## src/rtl/operand_fetch_pkg.sv

```systemverilog
// Operand-fetch shared definitions.
// Holds the default data/tag widths, the register index width and the FSM state encoding
// so the RTL and the bench agree. It also holds the writeback-hit helper used by both
// operand paths.
package operand_fetch_pkg;

    localparam int unsigned XLEN   = 32;
    localparam int unsigned TAG_W  = 4;
    localparam int unsigned REG_AW = 5;

    localparam logic [1:0] ST_IDLE  = 2'd0;
    localparam logic [1:0] ST_FETCH = 2'd1;
    localparam logic [1:0] ST_VALID = 2'd2;

    // A writeback targets this index. x0 is never a hit.
    function automatic logic wb_hits(input logic              we,
                                     input logic [REG_AW-1:0] wa,
                                     input logic [REG_AW-1:0] idx);
        return we && (wa == idx) && (idx != '0);
    endfunction

endpackage

```

## src/rtl/operand_fetch_if.sv

```systemverilog
// Operand-fetch bus: the request port from decode, the register-file read port, the
// writeback snoop and the operand port to execute.
//   master : environment side (decode, register file, writeback, execute)
//   slave  : operand_fetch side
interface operand_fetch_if #(
    parameter int unsigned XLEN  = operand_fetch_pkg::XLEN,
    parameter int unsigned TAG_W = operand_fetch_pkg::TAG_W
) ();
    logic             req_valid;
    logic             req_ready;
    logic [4:0]       req_rs1;
    logic [4:0]       req_rs2;
    logic [TAG_W-1:0] req_tag;

    logic [4:0]       rf_addr1;
    logic [4:0]       rf_addr2;
    logic [XLEN-1:0]  rf_rs1;
    logic [XLEN-1:0]  rf_rs2;

    logic             wb_write;
    logic [4:0]       wb_addr;
    logic [XLEN-1:0]  wb_data;

    logic             out_valid;
    logic             out_ready;
    logic [XLEN-1:0]  out_rs1;
    logic [XLEN-1:0]  out_rs2;
    logic [TAG_W-1:0] out_tag;

    modport master (
        output req_valid, req_rs1, req_rs2, req_tag,
        output rf_rs1, rf_rs2,
        output wb_write, wb_addr, wb_data,
        output out_ready,
        input  req_ready, rf_addr1, rf_addr2,
        input  out_valid, out_rs1, out_rs2, out_tag
    );

    modport slave (
        input  req_valid, req_rs1, req_rs2, req_tag,
        input  rf_rs1, rf_rs2,
        input  wb_write, wb_addr, wb_data,
        input  out_ready,
        output req_ready, rf_addr1, rf_addr2,
        output out_valid, out_rs1, out_rs2, out_tag
    );
endinterface

```

## src/rtl/operand_fetch_fwd_mux.sv

```systemverilog
// One operand path of operand_fetch: captures the register-file word and applies writeback
// forwarding so the held operand is never stale.
//   clk, rst        clock, async active-high reset
//   accept          request accepted this cycle (req_idx is the new index)
//   fetch           FETCH cycle: capture the operand
//   hold            VALID and not consumed: track writes to idx
//   req_idx, idx    incoming index (accept cycle) and latched index
//   rf_data         register-file read data (valid in FETCH)
//   wb_write/addr/data  writeback snoop
//   operand         held operand register
//   fwd             a write hit the accept cycle; fwd data overrides rf_data in FETCH
module operand_fetch_fwd_mux #(
    parameter int unsigned XLEN   = operand_fetch_pkg::XLEN,
    parameter int unsigned REG_AW = operand_fetch_pkg::REG_AW
) (
    input  logic              clk,
    input  logic              rst,
    input  logic              accept,
    input  logic              fetch,
    input  logic              hold,
    input  logic [REG_AW-1:0] req_idx,
    input  logic [REG_AW-1:0] idx,
    input  logic [XLEN-1:0]   rf_data,
    input  logic              wb_write,
    input  logic [REG_AW-1:0] wb_addr,
    input  logic [XLEN-1:0]   wb_data,
    output logic [XLEN-1:0]   operand,
    output logic              fwd
);
    import operand_fetch_pkg::*;

    logic [XLEN-1:0] operand_q, operand_d;
    logic [XLEN-1:0] fwd_data_q, fwd_data_d;
    logic            fwd_q, fwd_d;
    logic            hit_req, hit_idx;

    assign hit_req = wb_hits(wb_write, wb_addr, req_idx);
    assign hit_idx = wb_hits(wb_write, wb_addr, idx);

    always_comb begin
        operand_d  = operand_q;
        fwd_d      = fwd_q;
        fwd_data_d = fwd_data_q;
        if (accept) begin
            // The register file reads at this edge without bypass, so keep the write aside.
            fwd_d = hit_req;
            if (hit_req) begin
                fwd_data_d = wb_data;
            end
        end else if (fetch) begin
            fwd_d = 1'b0;
            if (idx == '0) begin
                operand_d = '0;
            end else if (hit_idx) begin
                operand_d = wb_data;
            end else if (fwd_q) begin
                operand_d = fwd_data_q;
            end else begin
                operand_d = rf_data;
            end
        end else if (hold && hit_idx) begin
            operand_d = wb_data;
        end
    end

    always_ff @(posedge clk or posedge rst) begin
        if (rst) begin
            operand_q  <= '0;
            fwd_q      <= 1'b0;
            fwd_data_q <= '0;
        end else begin
            operand_q  <= operand_d;
            fwd_q      <= fwd_d;
            fwd_data_q <= fwd_data_d;
        end
    end

    assign operand = operand_q;
    assign fwd     = fwd_q;

endmodule

```

## src/rtl/operand_fetch.sv

```systemverilog
// Operand fetch stage: accepts rs1/rs2/tag requests, reads the 1-cycle register file, and
// forwards in-flight writebacks. It presents both operands to execute under valid/ready.
//   clk, rst  clock, async active-high reset
//   bus       operand_fetch_if.slave: request, register-file read, writeback snoop,
//             operand output
// Sequence: IDLE -> (accept) FETCH -> VALID -> (consume) IDLE, or FETCH when a new
// request is accepted at the same edge. This gives one response every 2 cycles.
module operand_fetch #(
    parameter int unsigned XLEN  = operand_fetch_pkg::XLEN,
    parameter int unsigned TAG_W = operand_fetch_pkg::TAG_W
) (
    input logic            clk,
    input logic            rst,
    operand_fetch_if.slave bus
);
    import operand_fetch_pkg::*;

    logic [1:0]        state_q, state_d;
    logic              req_ready, accept, fetch, hold, consume;
    logic [REG_AW-1:0] idx1_q, idx2_q;
    logic [TAG_W-1:0]  tag_q;
    logic [XLEN-1:0]   rs1, rs2;
    logic              fwd1, fwd2;

    assign consume   = (state_q == ST_VALID) && bus.out_ready;
    assign req_ready = (state_q == ST_IDLE) || consume;
    assign accept    = bus.req_valid && req_ready;
    assign fetch     = (state_q == ST_FETCH);
    assign hold      = (state_q == ST_VALID) && !bus.out_ready;

    always_comb begin
        state_d = state_q;
        case (state_q)
            ST_IDLE:  if (accept) state_d = ST_FETCH;
            ST_FETCH: state_d = ST_VALID;
            ST_VALID: if (bus.out_ready) state_d = bus.req_valid ? ST_FETCH : ST_IDLE;
            default:  state_d = ST_IDLE;
        endcase
    end

    always_ff @(posedge clk or posedge rst) begin
        if (rst) begin
            state_q <= ST_IDLE;
            idx1_q  <= '0;
            idx2_q  <= '0;
            tag_q   <= '0;
        end else begin
            state_q <= state_d;
            if (accept) begin
                idx1_q <= bus.req_rs1;
                idx2_q <= bus.req_rs2;
                tag_q  <= bus.req_tag;
            end
        end
    end

    operand_fetch_fwd_mux #(.XLEN(XLEN), .REG_AW(REG_AW)) u_fwd_mux1 (
        .clk      (clk),
        .rst      (rst),
        .accept   (accept),
        .fetch    (fetch),
        .hold     (hold),
        .req_idx  (bus.req_rs1),
        .idx      (idx1_q),
        .rf_data  (bus.rf_rs1),
        .wb_write (bus.wb_write),
        .wb_addr  (bus.wb_addr),
        .wb_data  (bus.wb_data),
        .operand  (rs1),
        .fwd      (fwd1)
    );

    operand_fetch_fwd_mux #(.XLEN(XLEN), .REG_AW(REG_AW)) u_fwd_mux2 (
        .clk      (clk),
        .rst      (rst),
        .accept   (accept),
        .fetch    (fetch),
        .hold     (hold),
        .req_idx  (bus.req_rs2),
        .idx      (idx2_q),
        .rf_data  (bus.rf_rs2),
        .wb_write (bus.wb_write),
        .wb_addr  (bus.wb_addr),
        .wb_data  (bus.wb_data),
        .operand  (rs2),
        .fwd      (fwd2)
    );

    // A forward flag only lives across the accept->FETCH edge.
    fwd_only_in_fetch: assert property (@(posedge clk) disable iff (rst)
        (fwd1 || fwd2) |-> (state_q == ST_FETCH));

    // Register-file addresses follow the request combinationally in the accept cycle.
    assign bus.rf_addr1  = accept ? bus.req_rs1 : idx1_q;
    assign bus.rf_addr2  = accept ? bus.req_rs2 : idx2_q;
    assign bus.req_ready = req_ready;
    assign bus.out_valid = (state_q == ST_VALID);
    assign bus.out_rs1   = rs1;
    assign bus.out_rs2   = rs2;
    assign bus.out_tag   = tag_q;

endmodule
```

## src/flat_wrapper.sv

```systemverilog
// flat-port wrapper written by rule: the top's interface ports become plain ports
module operand_fetch_flat import operand_fetch_pkg::*;
#(
    parameter int unsigned XLEN  = operand_fetch_pkg::XLEN,
    parameter int unsigned TAG_W = operand_fetch_pkg::TAG_W
)
  (clk, rst, bus_req_valid, bus_req_rs1, bus_req_rs2, bus_req_tag, bus_rf_rs1, bus_rf_rs2, bus_wb_write, bus_wb_addr, bus_wb_data, bus_out_ready, bus_req_ready, bus_rf_addr1, bus_rf_addr2, bus_out_valid, bus_out_rs1, bus_out_rs2, bus_out_tag);
  operand_fetch_if #(.XLEN(XLEN), .TAG_W(TAG_W)) bus_i ();
  input logic clk;
  input logic rst;
  input wire logic [$bits(bus_i.req_valid)-1:0] bus_req_valid;
  input wire logic [$bits(bus_i.req_rs1)-1:0] bus_req_rs1;
  input wire logic [$bits(bus_i.req_rs2)-1:0] bus_req_rs2;
  input wire logic [$bits(bus_i.req_tag)-1:0] bus_req_tag;
  input wire logic [$bits(bus_i.rf_rs1)-1:0] bus_rf_rs1;
  input wire logic [$bits(bus_i.rf_rs2)-1:0] bus_rf_rs2;
  input wire logic [$bits(bus_i.wb_write)-1:0] bus_wb_write;
  input wire logic [$bits(bus_i.wb_addr)-1:0] bus_wb_addr;
  input wire logic [$bits(bus_i.wb_data)-1:0] bus_wb_data;
  input wire logic [$bits(bus_i.out_ready)-1:0] bus_out_ready;
  output wire logic [$bits(bus_i.req_ready)-1:0] bus_req_ready;
  output wire logic [$bits(bus_i.rf_addr1)-1:0] bus_rf_addr1;
  output wire logic [$bits(bus_i.rf_addr2)-1:0] bus_rf_addr2;
  output wire logic [$bits(bus_i.out_valid)-1:0] bus_out_valid;
  output wire logic [$bits(bus_i.out_rs1)-1:0] bus_out_rs1;
  output wire logic [$bits(bus_i.out_rs2)-1:0] bus_out_rs2;
  output wire logic [$bits(bus_i.out_tag)-1:0] bus_out_tag;
  assign bus_i.req_valid = bus_req_valid;
  assign bus_i.req_rs1 = bus_req_rs1;
  assign bus_i.req_rs2 = bus_req_rs2;
  assign bus_i.req_tag = bus_req_tag;
  assign bus_i.rf_rs1 = bus_rf_rs1;
  assign bus_i.rf_rs2 = bus_rf_rs2;
  assign bus_i.wb_write = bus_wb_write;
  assign bus_i.wb_addr = bus_wb_addr;
  assign bus_i.wb_data = bus_wb_data;
  assign bus_i.out_ready = bus_out_ready;
  assign bus_req_ready = bus_i.req_ready;
  assign bus_rf_addr1 = bus_i.rf_addr1;
  assign bus_rf_addr2 = bus_i.rf_addr2;
  assign bus_out_valid = bus_i.out_valid;
  assign bus_out_rs1 = bus_i.out_rs1;
  assign bus_out_rs2 = bus_i.out_rs2;
  assign bus_out_tag = bus_i.out_tag;
  operand_fetch #(.XLEN(XLEN), .TAG_W(TAG_W)) u_core (.clk(clk), .rst(rst), .bus(bus_i));
endmodule
```

## config.mk

```make
export PLATFORM = sky130hd
export DESIGN_NAME = operand_fetch_flat
export DESIGN_NICKNAME = d
export VERILOG_FILES = /design/src/rtl/operand_fetch_pkg.sv /design/src/rtl/operand_fetch_if.sv /design/src/rtl/operand_fetch_fwd_mux.sv /design/src/rtl/operand_fetch.sv /design/src/flat_wrapper.sv
export SDC_FILE = /design/constraint.sdc
export NUM_CORES = 1
export LEC_CHECK = 0
export CAP_MARGIN = 20
export CORE_MARGIN = 2
export CORE_UTILIZATION = 48
export CTS_BUF_LIST = sky130_fd_sc_hd__clkbuf_4 sky130_fd_sc_hd__clkbuf_8
export DETAILED_ROUTE_END_ITERATION = 16
export GPL_TIMING_DRIVEN = 0
export PLACE_DENSITY_LB_ADDON = 0.1
export RECOVER_POWER = 50
export REMOVE_ABC_BUFFERS = 1
export SLEW_MARGIN = 30
export SYNTH_ARGS = -nofsm -noshare
export SYNTH_HDL_FRONTEND = slang
export SYNTH_HIERARCHICAL = 1
export SYNTH_SLANG_ARGS = --single-unit
```

## constraint.sdc

```tcl
create_clock -name clk -period 6.5 [get_ports clk]
set_clock_uncertainty 0.15 [all_clocks]
set_input_delay 1.3 -clock clk [delete_from_list [all_inputs] [get_ports clk]]
set_output_delay 1.3 -clock clk [all_outputs]
set_load 0.005 [all_outputs]
```

# After elaboration in Yosys (flattened, before gate mapping)
# Cells that the tools add are included.
op_classes:
  eq_ne: 8
  muxes: 19
  bitwise: 1
  reduce_logical: 30
ops:
  columns: ["operator", "n"]
  rows:
  - ["32-bit two-way mux", 10]
  - ["5-bit == test", 4]
  - ["5-bit nonzero test", 4]
  - ["1-bit logical AND", 13]
  - ["5-bit logical NOT", 2]
  - ["5-bit two-way mux", 2]
  - ["2-bit AND reduction", 5]
  - ["2-bit one-hot mux with 3 select lines", 1]
  - ["2-bit nonzero test", 3]
  - ["1-bit two-way mux", 4]
  - ["2-bit two-way mux", 2]
  - ["2-bit by 1-bit == test with 1-bit output (second input constant)", 1]
  - ["2-bit == test (second input constant)", 1]
  - ["2-bit logical NOT", 1]
  - ["2-bit by 1-bit != test with 1-bit output (second input constant)", 1]
  - ["2-bit != test (second input constant)", 1]
  - ["1-bit logical NOT", 1]
  - ["1-bit logical OR", 1]
  - ["1-bit inverter", 1]
word_totals:
  regBits: 146
  out_inout_bits: 80

# Logic depth before layout (Yosys ltp)
# Gate-level depths: netlist of the first run.
depth:
  word_depth: 6
  ltp_mapped: 8
  mapped_depth_nobuf: 7

# Cells and area by module
# The synthesis of the first run kept the hierarchy.
by_module_without_submodules:
  columns: ["mod", "instances", "cells_each", "area_each_um2", "seq_area_each_um2"]
  rows:
  - ["operand_fetch_fwd_mux", 2, 286, 3288.2, 1626.6]
  - ["operand_fetch", 1, 40, 685.7, 400.4]

# Worst setup path before layout of the first run
# OpenSTA, ideal clock, no wires.
synth_path:
  kind: "input port to output port"
  startpoint: "input bus_out_ready"
  endpoint: "output bus_rf_addr1[0]"
  t_arrival_ps: 2137
  required_time_ps: 5050
  slack_ps: 2913
  path_stages: 4
  cell_sequence: "nor2b_4 -> nor3b_4 -> buf_12 -> mux2_4"
synth_via:
  elab_chain_cells: 4
synth_lines:
  columns: ["item", "line", "text"]
  rows:
  - ["from (decl)", "flat_wrapper.sv:20", "input wire logic [$bits(bus_i.out_ready)-1:0] bus_out_ready;"]
  - ["1-bit logical AND", "operand_fetch.sv:25", "assign consume = (state_q == ST_VALID) && bus.out_ready;"]
  - ["1-bit logical OR", "operand_fetch.sv:26", "assign req_ready = (state_q == ST_IDLE) || consume;"]
  - ["1-bit logical AND", "operand_fetch.sv:27", "assign accept = bus.req_valid && req_ready;"]
  - ["5-bit two-way mux", "operand_fetch.sv:94", "assign bus.rf_addr1 = accept ? bus.req_rs1 : idx1_q;"]
  - ["to (decl)", "flat_wrapper.sv:22", "output wire logic [$bits(bus_i.rf_addr1)-1:0] bus_rf_addr1;"]
# No other way between the ends.

# Final worst setup path of the first run
layout_path:
  startpoint: "input bus_out_ready"
  endpoint: "output bus_rf_addr1[4]"
# Same word-level chain as after synthesis.

==> qor.csv, run 1 <==
stage;metric;value;unit
floorplan;die_w;127;um
power;power.density;339;nW/um2
floorplan;initial_core_util;0.496;
cells_and_area;mostFrequentLayoutCell;clkdlybuf4s50_1;
clock_tree;cts_tree;built;
timing;worst_slew_margin_rel;-0.664;
yosys;synth_area_leaders;dfrtp_1, mux2_2, a21oi_1, a22oi_2, nor2_1;
clock_tree;cts_sinks;146;
timing;drv_slew;110;
global_route;grt_pass1_wl;32600;um
global_route;first_global_vias;6234;
cells_and_area;final_cell_mix;clkdlybuf4s50_1, dfrtp_1, mux2_2;
clock_tree;cts_setup_buffers;0;
cells_and_area;drive_gt1_frac;0.264;
timing;min_period;5030;ps
power;clockPowerShare;0.253;
yosys;synth-seq-area-share;0.503;
place;port_buffers;199;
route;vias;5851;
global_route;grt_usage;0.259;
yosys;ys_warn_count;6;
power;p_int;0.00243;W
cells_and_area;syn2layout_area_growth;39.3;%
route;drt_pre_antenna_iters;5;
clock_tree;holdBufCountCts;0;
yosys;yosysTopAreaCellShare;0.503;
clock_tree;root_buffer;clkbuf_8;
yosys;avgSynthCellArea;11.9;um2
floorplan;ios;200;
cells_and_area;fin_util;0.691;
clock_tree;path_clk_slew;80;ps
critical_path;end_kind;output pin;
critical_path;startpoint_type;input pin;
place;dp.final_hpwl;14500;um
cells_and_area;nNetsFinal;925;
run_status;status;finished, violations left;
floorplan;coreArea;14600;um2
clock_tree;clk_path_buf_depth;2;
timing;setup_viol;0;
yosys;synthDistinctLibCells;37;
yosys;syn_area;7260;um2
hold_path;worstHoldPathType;register to register;
yosys;yosysTopAreaCell;dfrtp_1;
critical_path;path_class;input pin to output pin;
yosys;netlist_instances;612;
clock_tree;clk_latency;440;ps
floorplan;die-area;16100;um2
critical_path;critical_path_arrival;3580;ps
timing;worst_pin_slew;2500;ps
critical_path;cp.required;5050;ps
power;switchingPower;0.00100;W
clock_tree;cts_resized;0;
global_route;antenna_found_initial;0;
timing;period_share;0.773;
place;gp_congestion;0.863;
power;seqPwrFrac;0.400;
power;ir_worst_vdd;0.000193;V
timing;fmax;0.199;GHz
route;initialDrtViolationCount;378;
clock_tree;htreeDepth;4;
job;maxCapViolCount;3;
cells_and_area;fill_cells;1085;
floorplan;placementRows;44;
timing;rsz0062_at_grt;no;
yosys;synth_seq_cells;146;
floorplan;dieHeight;127;um
cells_and_area;diodes;0;
timing;setup-tns-final;0;ps
global_route;grt_max_degree;42;
route;ant_nets;0;
power;p_leak;4.21;nW
timing;hold_violations;0;
route;wl_per_cell;20.8;um
power;combPwrFrac;0.347;
critical_path;r2r_slack;3500;ps
global_route;grt-ovfl-total;0;
cells_and_area;ff_latch_area;3660;um2
run_status;violations;capacitance limit, slew limit;
clock_tree;cts_buffers;17;
cells_and_area;multi_input_area;3380;um2
power;power_switching_share;0.292;
route;wl;20800;um
route;drc;0;
route;vias_per_cell;5.84;
critical_path;cp_max_fo;15;
registers in the layout (all words and copies together), names as in the netlist:
signal                        count
u_core/u_fwd_mux2/fwd             1
u_core/u_fwd_mux1/operand        32
u_core/u_fwd_mux1/fwd             1
u_core/u_fwd_mux2/fwd_data_q     32
u_core/idx1_q                     5
u_core/u_fwd_mux1/fwd_data_q     32
u_core/bus.out_tag                4
u_core/u_fwd_mux2/operand        32
u_core/idx2_q                     5
u_core/state_q                    2
synthesized netlist by cell type:
master and instances:
and2b_1 1, nand2_1 8, a31oi_2 2, xor2_1 6, nand4_1 2, o21ai_0 2, buf_2 4, a22oi_1 32
or2_2 1, o22ai_1 20, dfrtp_1 146, nand2b_1 2, and4_1 2, buf_1 6, nor3b_4 1, mux2_2 123
buf_8 2, nor3b_1 1, buf_6 4, mux2_4 9, o21ai_1 4, nor2_1 67, or4_4 2, buf_12 1
mux2i_1 10, nor2b_4 1, a22oi_2 22, clkbuf_1 22, nor2b_1 4, o211a_1 2, a21oi_1 64, inv_1 15
xnor2_1 12, nor4_1 4, o2111ai_1 4, and3_1 2, a21bo_1 2
metal layers:
layer | GRT usage | part of all wire
met5 | 0 | 0
met4 | 0.0705 | 0.014
met3 | 0.0720 | 0.069
met2 | 0.435 | 0.49
met1 | 0.333 | 0.43
worst max-delay path, stage by stage:
cell and delay, ps:
dlygate4sd3_1 570, nor2b_4 70, nor3b_4 730, mux2_2 430, clkdlybuf4s50_1 470
power groups by stage:
stage          Combinational [W]  Sequential [W]  Clock, W
5_1_grt                  0.00129         0.00141  0.000924
4_1_cts                  0.00125         0.00138  0.000888
3_3_place_gp             0.00116         0.00138         0
6_report                 0.00119         0.00137  0.000868
2_1_floorplan           0.000487         0.00138         0
3_5_place_dp             0.00124         0.00139         0
kinds of logic (layout without fill, tap and decap cells):
family,Yosys count,count (layout),share of synthesized area
xor+xnor,18,18,0.0217
flops,146,146,0.503
buf+inv,54,260,0.0381
compound gates,154,154,0.150
simple gates,98,98,0.0637
mux,142,142,0.223
worst paths after layout:
| check | to | cells past startpoint | start |
|---|---|---|---|
| setup reg to reg | u_core/u_fwd_mux1/operand[27] | 6 | u_core/state_q[0] |
| min in group asynchronous | u_core/idx1_q[3] | 2 | rst |
| hold / removal | u_core/u_fwd_mux2/fwd_data_q[13] | 1 | u_core/u_fwd_mux2/fwd_data_q[13] |
| max in group asynchronous | u_core/u_fwd_mux2/operand[3] | 3 | rst |
| hold reg to reg | u_core/u_fwd_mux2/fwd_data_q[13] | 1 | u_core/u_fwd_mux2/fwd_data_q[13] |
| setup / recovery | bus_rf_addr1[4] | 5 | bus_out_ready |
metrics by stage:
step	power [W]	std cells	area, um2	setup WS, ps	hold slack, ps
6_report	0.00343	1002	10100	1470	355
5_1_grt	0.00362	1002	10100	1340	365
4_1_cts	0.00351	1002	10200	1530	357
3_5_place_dp	0.00263	970	9660	1540	339
3_3_place_gp	0.00253	956	9260	128	332
2_1_floorplan	0.00186	573	7040	2040	324
layout make-up:
class,count,area share
inverters,15,0.00581
repair buffers,213,0.227
multi-input cells,412,0.334
clock buffers,22,0.0287
clock inverters,10,0.0200
well taps,184,0.0228
flip-flops and latches,146,0.362
No activity file was read; power rests on OpenSTA's default activity.
==> inputs of run 2 (changes only) <==
- CORE_UTILIZATION: 48 -> 45
- clock period: 6.5 -> 4.15 ns (I/O delays scaled with it)
==> run 2 against run 1 <==
The run still ends with capacitance limit, slew limit left. Worst setup slack got worse by 1400 ps. Sequential power rose by 56%. Cell area fell by 0.71%. Clock power rose by 32%. Core utilization fell by 5.6 points. Critical path type unchanged. Critical endpoint unchanged. Largest power group unchanged.
==> qor.csv, run 2 (synthesis results as in run 1) <==
stage;metric;value;unit;change
run_status;status;finished, violations left;;unchanged
run_status;violations;capacitance limit, slew limit;;unchanged
timing;fmax;0.247;GHz;
timing;worst_slew_margin_rel;-0.0933;;was -0.664
place;dp.final_hpwl;14000;um;was 14,500 um
clock_tree;cts_buffers;17;;unchanged
clock_tree;clk_path_buf_depth;2;;unchanged
clock_tree;cts_sinks;146;;unchanged
cells_and_area;ff_latch_area;3660;um2;unchanged
critical_path;end_kind;output pin;;unchanged
global_route;antenna_found_initial;0;;unchanged
cells_and_area;drive_gt1_frac;0.263;;was 0.264
route;wl_per_cell;19.2;um;was 20.8 um
global_route;grt_use_met1;0.306;;was 0.333
critical_path;startpoint_type;input pin;;unchanged
route;initialDrtViolationCount;316;;was 378
floorplan;dieHeight;131;um;was 127 um
power;switchingPower;0.00154;W;was 0.00100 W
floorplan;initial_core_util;0.459;;was 0.496
cells_and_area;fill_cells;1234;;was 1,085
critical_path;cpMaxStageDelayCell;nor3b_4;;unchanged
critical_path;max_stage_delay;780;ps;was 730 ps
route;wl;19800;um;was 20,800 um
clock_tree;cts_resized;0;;unchanged
clock_tree;clk_latency;450;ps;was 440 ps
power;power.density;511;nW/um2;was 339 nW/um2
hold_path;worstHoldPathType;register to register;;unchanged
route;vias_per_cell;5.42;;was 5.84
timing;period_share;0.975;;
global_route;grt_usage;0.236;;was 0.259
power;p_leak;4.17;nW;was 4.21 nW
cells_and_area;syn2layout_area_growth;38.3;%;was 39.3%
floorplan;die-area;17200;um2;was 16,100 um2
critical_path;cp.required;3170;ps;was 5050 ps
power;p_int;0.00359;W;was 0.00243 W
cells_and_area;stdcell_area;10000;um2;was 10,100 um2
clock_tree;holdBufCountCts;0;;unchanged
floorplan;die_w;131;um;was 127 um
floorplan;placementRows;46;;was 44
power;clockPowerShare;0.225;;was 0.253
cells_and_area;multi_input_area;3380;um2;unchanged
place;port_buffers;199;;unchanged
cells_and_area;diodes;0;;unchanged
power;power_switching_share;0.301;;was 0.292
floorplan;ios;200;;unchanged
route;drt_pre_antenna_iters;4;;was 5
global_route;grt_use_met3;0.0554;;was 0.0720
global_route;grt_pass1_wl;30600;um;was 32,600 um
timing;drv_slew;36;;was 110
cells_and_area;mostFrequentLayoutCell;clkdlybuf4s50_1;;unchanged
critical_path;critical_path_arrival;3070;ps;was 3580 ps
timing;setup_viol;0;;unchanged
critical_path;crit_chain;clkdlybuf4s50_1 -> nor2b_4 -> nor3b_4 -> mux2_2 -> clkdlybuf4s50_1;;was dlygate4sd3_1 -> nor2b_4 -> nor3b_4 -> mux2_2 -> clkdlybuf4s50_1
power;combPwrFrac;0.359;;was 0.347
global_route;grt-ovfl-total;0;;unchanged
critical_path;critPathMostFrequentCell;clkdlybuf4s50_1;;
route;vias;5586;;was 5,851
power;seqPwrFrac;0.416;;was 0.400
clock_tree;cts_tree;built;;unchanged
timing;hold_violations;0;;unchanged
timing;setup-tns-final;0;ps;unchanged
global_route;grt_max_degree;44;;was 42
clock_tree;root_buffer;clkbuf_8;;unchanged
critical_path;path_class;input pin to output pin;;unchanged
place;gp_congestion;0.846;;was 0.863
timing;rsz0062_at_grt;no;;unchanged
route;ant_nets;0;;unchanged
timing;worst_pin_slew;1640;ps;was 2500 ps
clock_tree;cts_setup_buffers;0;;unchanged
critical_path;cp_max_fo;15;;unchanged
cells_and_area;final_cell_mix;clkdlybuf4s50_1, dfrtp_1, mux2_2;;unchanged
clock_tree;htreeDepth;4;;unchanged
job;maxCapViolCount;1;;was 3
clock_tree;path_clk_slew;70;ps;was 80 ps
cells_and_area;nNetsFinal;923;;was 925
global_route;top_usage_layer;met2;;unchanged
global_route;first_global_vias;5858;;was 6,234
timing;min_period;4050;ps;
power;finalPower;0.00513;W;was 0.00343 W
place;dpl-instance-area;9660;um2;about the same
global_route;grt_util_met2;0.386;;was 0.435
route;drc;0;;unchanged
floorplan;coreArea;15800;um2;was 14,600 um2
power;ir_worst_vdd;0.000232;V;was 0.000193 V
[run 2: cell count changes in the layout (fill, tap and decap cells not counted), moves of 2 or more]
cell	change
bufinv_16	-3
clkbuf_1	-2
clkdlybuf4s50_1	+2
clkinv_2	+3
dlygate4sd3_1	-2
[run 2: through the flow]
stage | instances | util | hold slack, ps | worst slack, ps
2_1_floorplan | 573 | - | 324 | 155
3_3_place_gp | 988 | 0.588 | 331 | -1700
3_5_place_dp | 1000 | 0.611 | 338 | 104
4_1_cts | 1031 | 0.636 | 357 | 100
5_1_grt | 1031 | 0.634 | 370 | 3.93
6_report | 1031 | 0.634 | 356 | 104
[run 2: path summary, 6_finish.rpt]
check	depth (start not counted)	startpoint	to	slack (ps)
worst max-delay path	5	bus_out_ready	bus_rf_addr1[4]	100
worst min-delay path	1	u_core/u_fwd_mux1/fwd_data_q[29]	u_core/u_fwd_mux1/fwd_data_q[29]	360
worst max register to register	6	u_core/state_q[0]	u_core/u_fwd_mux1/operand[16]	1160
worst min register to register	1	u_core/u_fwd_mux1/fwd_data_q[29]	u_core/u_fwd_mux1/fwd_data_q[29]	360
max in group asynchronous	3	rst	u_core/u_fwd_mux1/fwd_data_q[14]	650
min in group asynchronous	2	rst	u_core/bus.out_tag[2]	820
[run 2: power groups by stage]
stage / Sequential, W / Clock [W] / Combinational (W)
floorplan: 0.00216 / 0 / 0.000763
global route: 0.00220 / 0.00124 / 0.00201
detailed placement: 0.00217 / 0 / 0.00192
CTS: 0.00215 / 0.00118 / 0.00194
global placement: 0.00215 / 0 / 0.00181
finish: 0.00214 / 0.00115 / 0.00184
[run 2: cell type report]
type | instances | share of cell area
multi-input combinational | 412 | 0.337
tap | 216 | 0.0269
sequential | 146 | 0.364
clock inverter | 11 | 0.0136
clock buffer | 20 | 0.0268
timing repair buffer | 211 | 0.226
inverter | 15 | 0.00586
[run 2: critical path, delay by kind of cell]
| kind | cells | cell delay, ps |
|---|---|---|
| AND/OR/NAND/NOR | 2 | 850 |
| multiplexers | 1 | 440 |
| buffers and inverters | 2 | 950 |
[run 2: layer usage]
metal | part of all wire | up-vias
met5 | 0 | -
met4 | 0.018 | 0
met3 | 0.065 | 21
met2 | 0.49 | 184
met1 | 0.43 | 2758
li1 | - | 2623
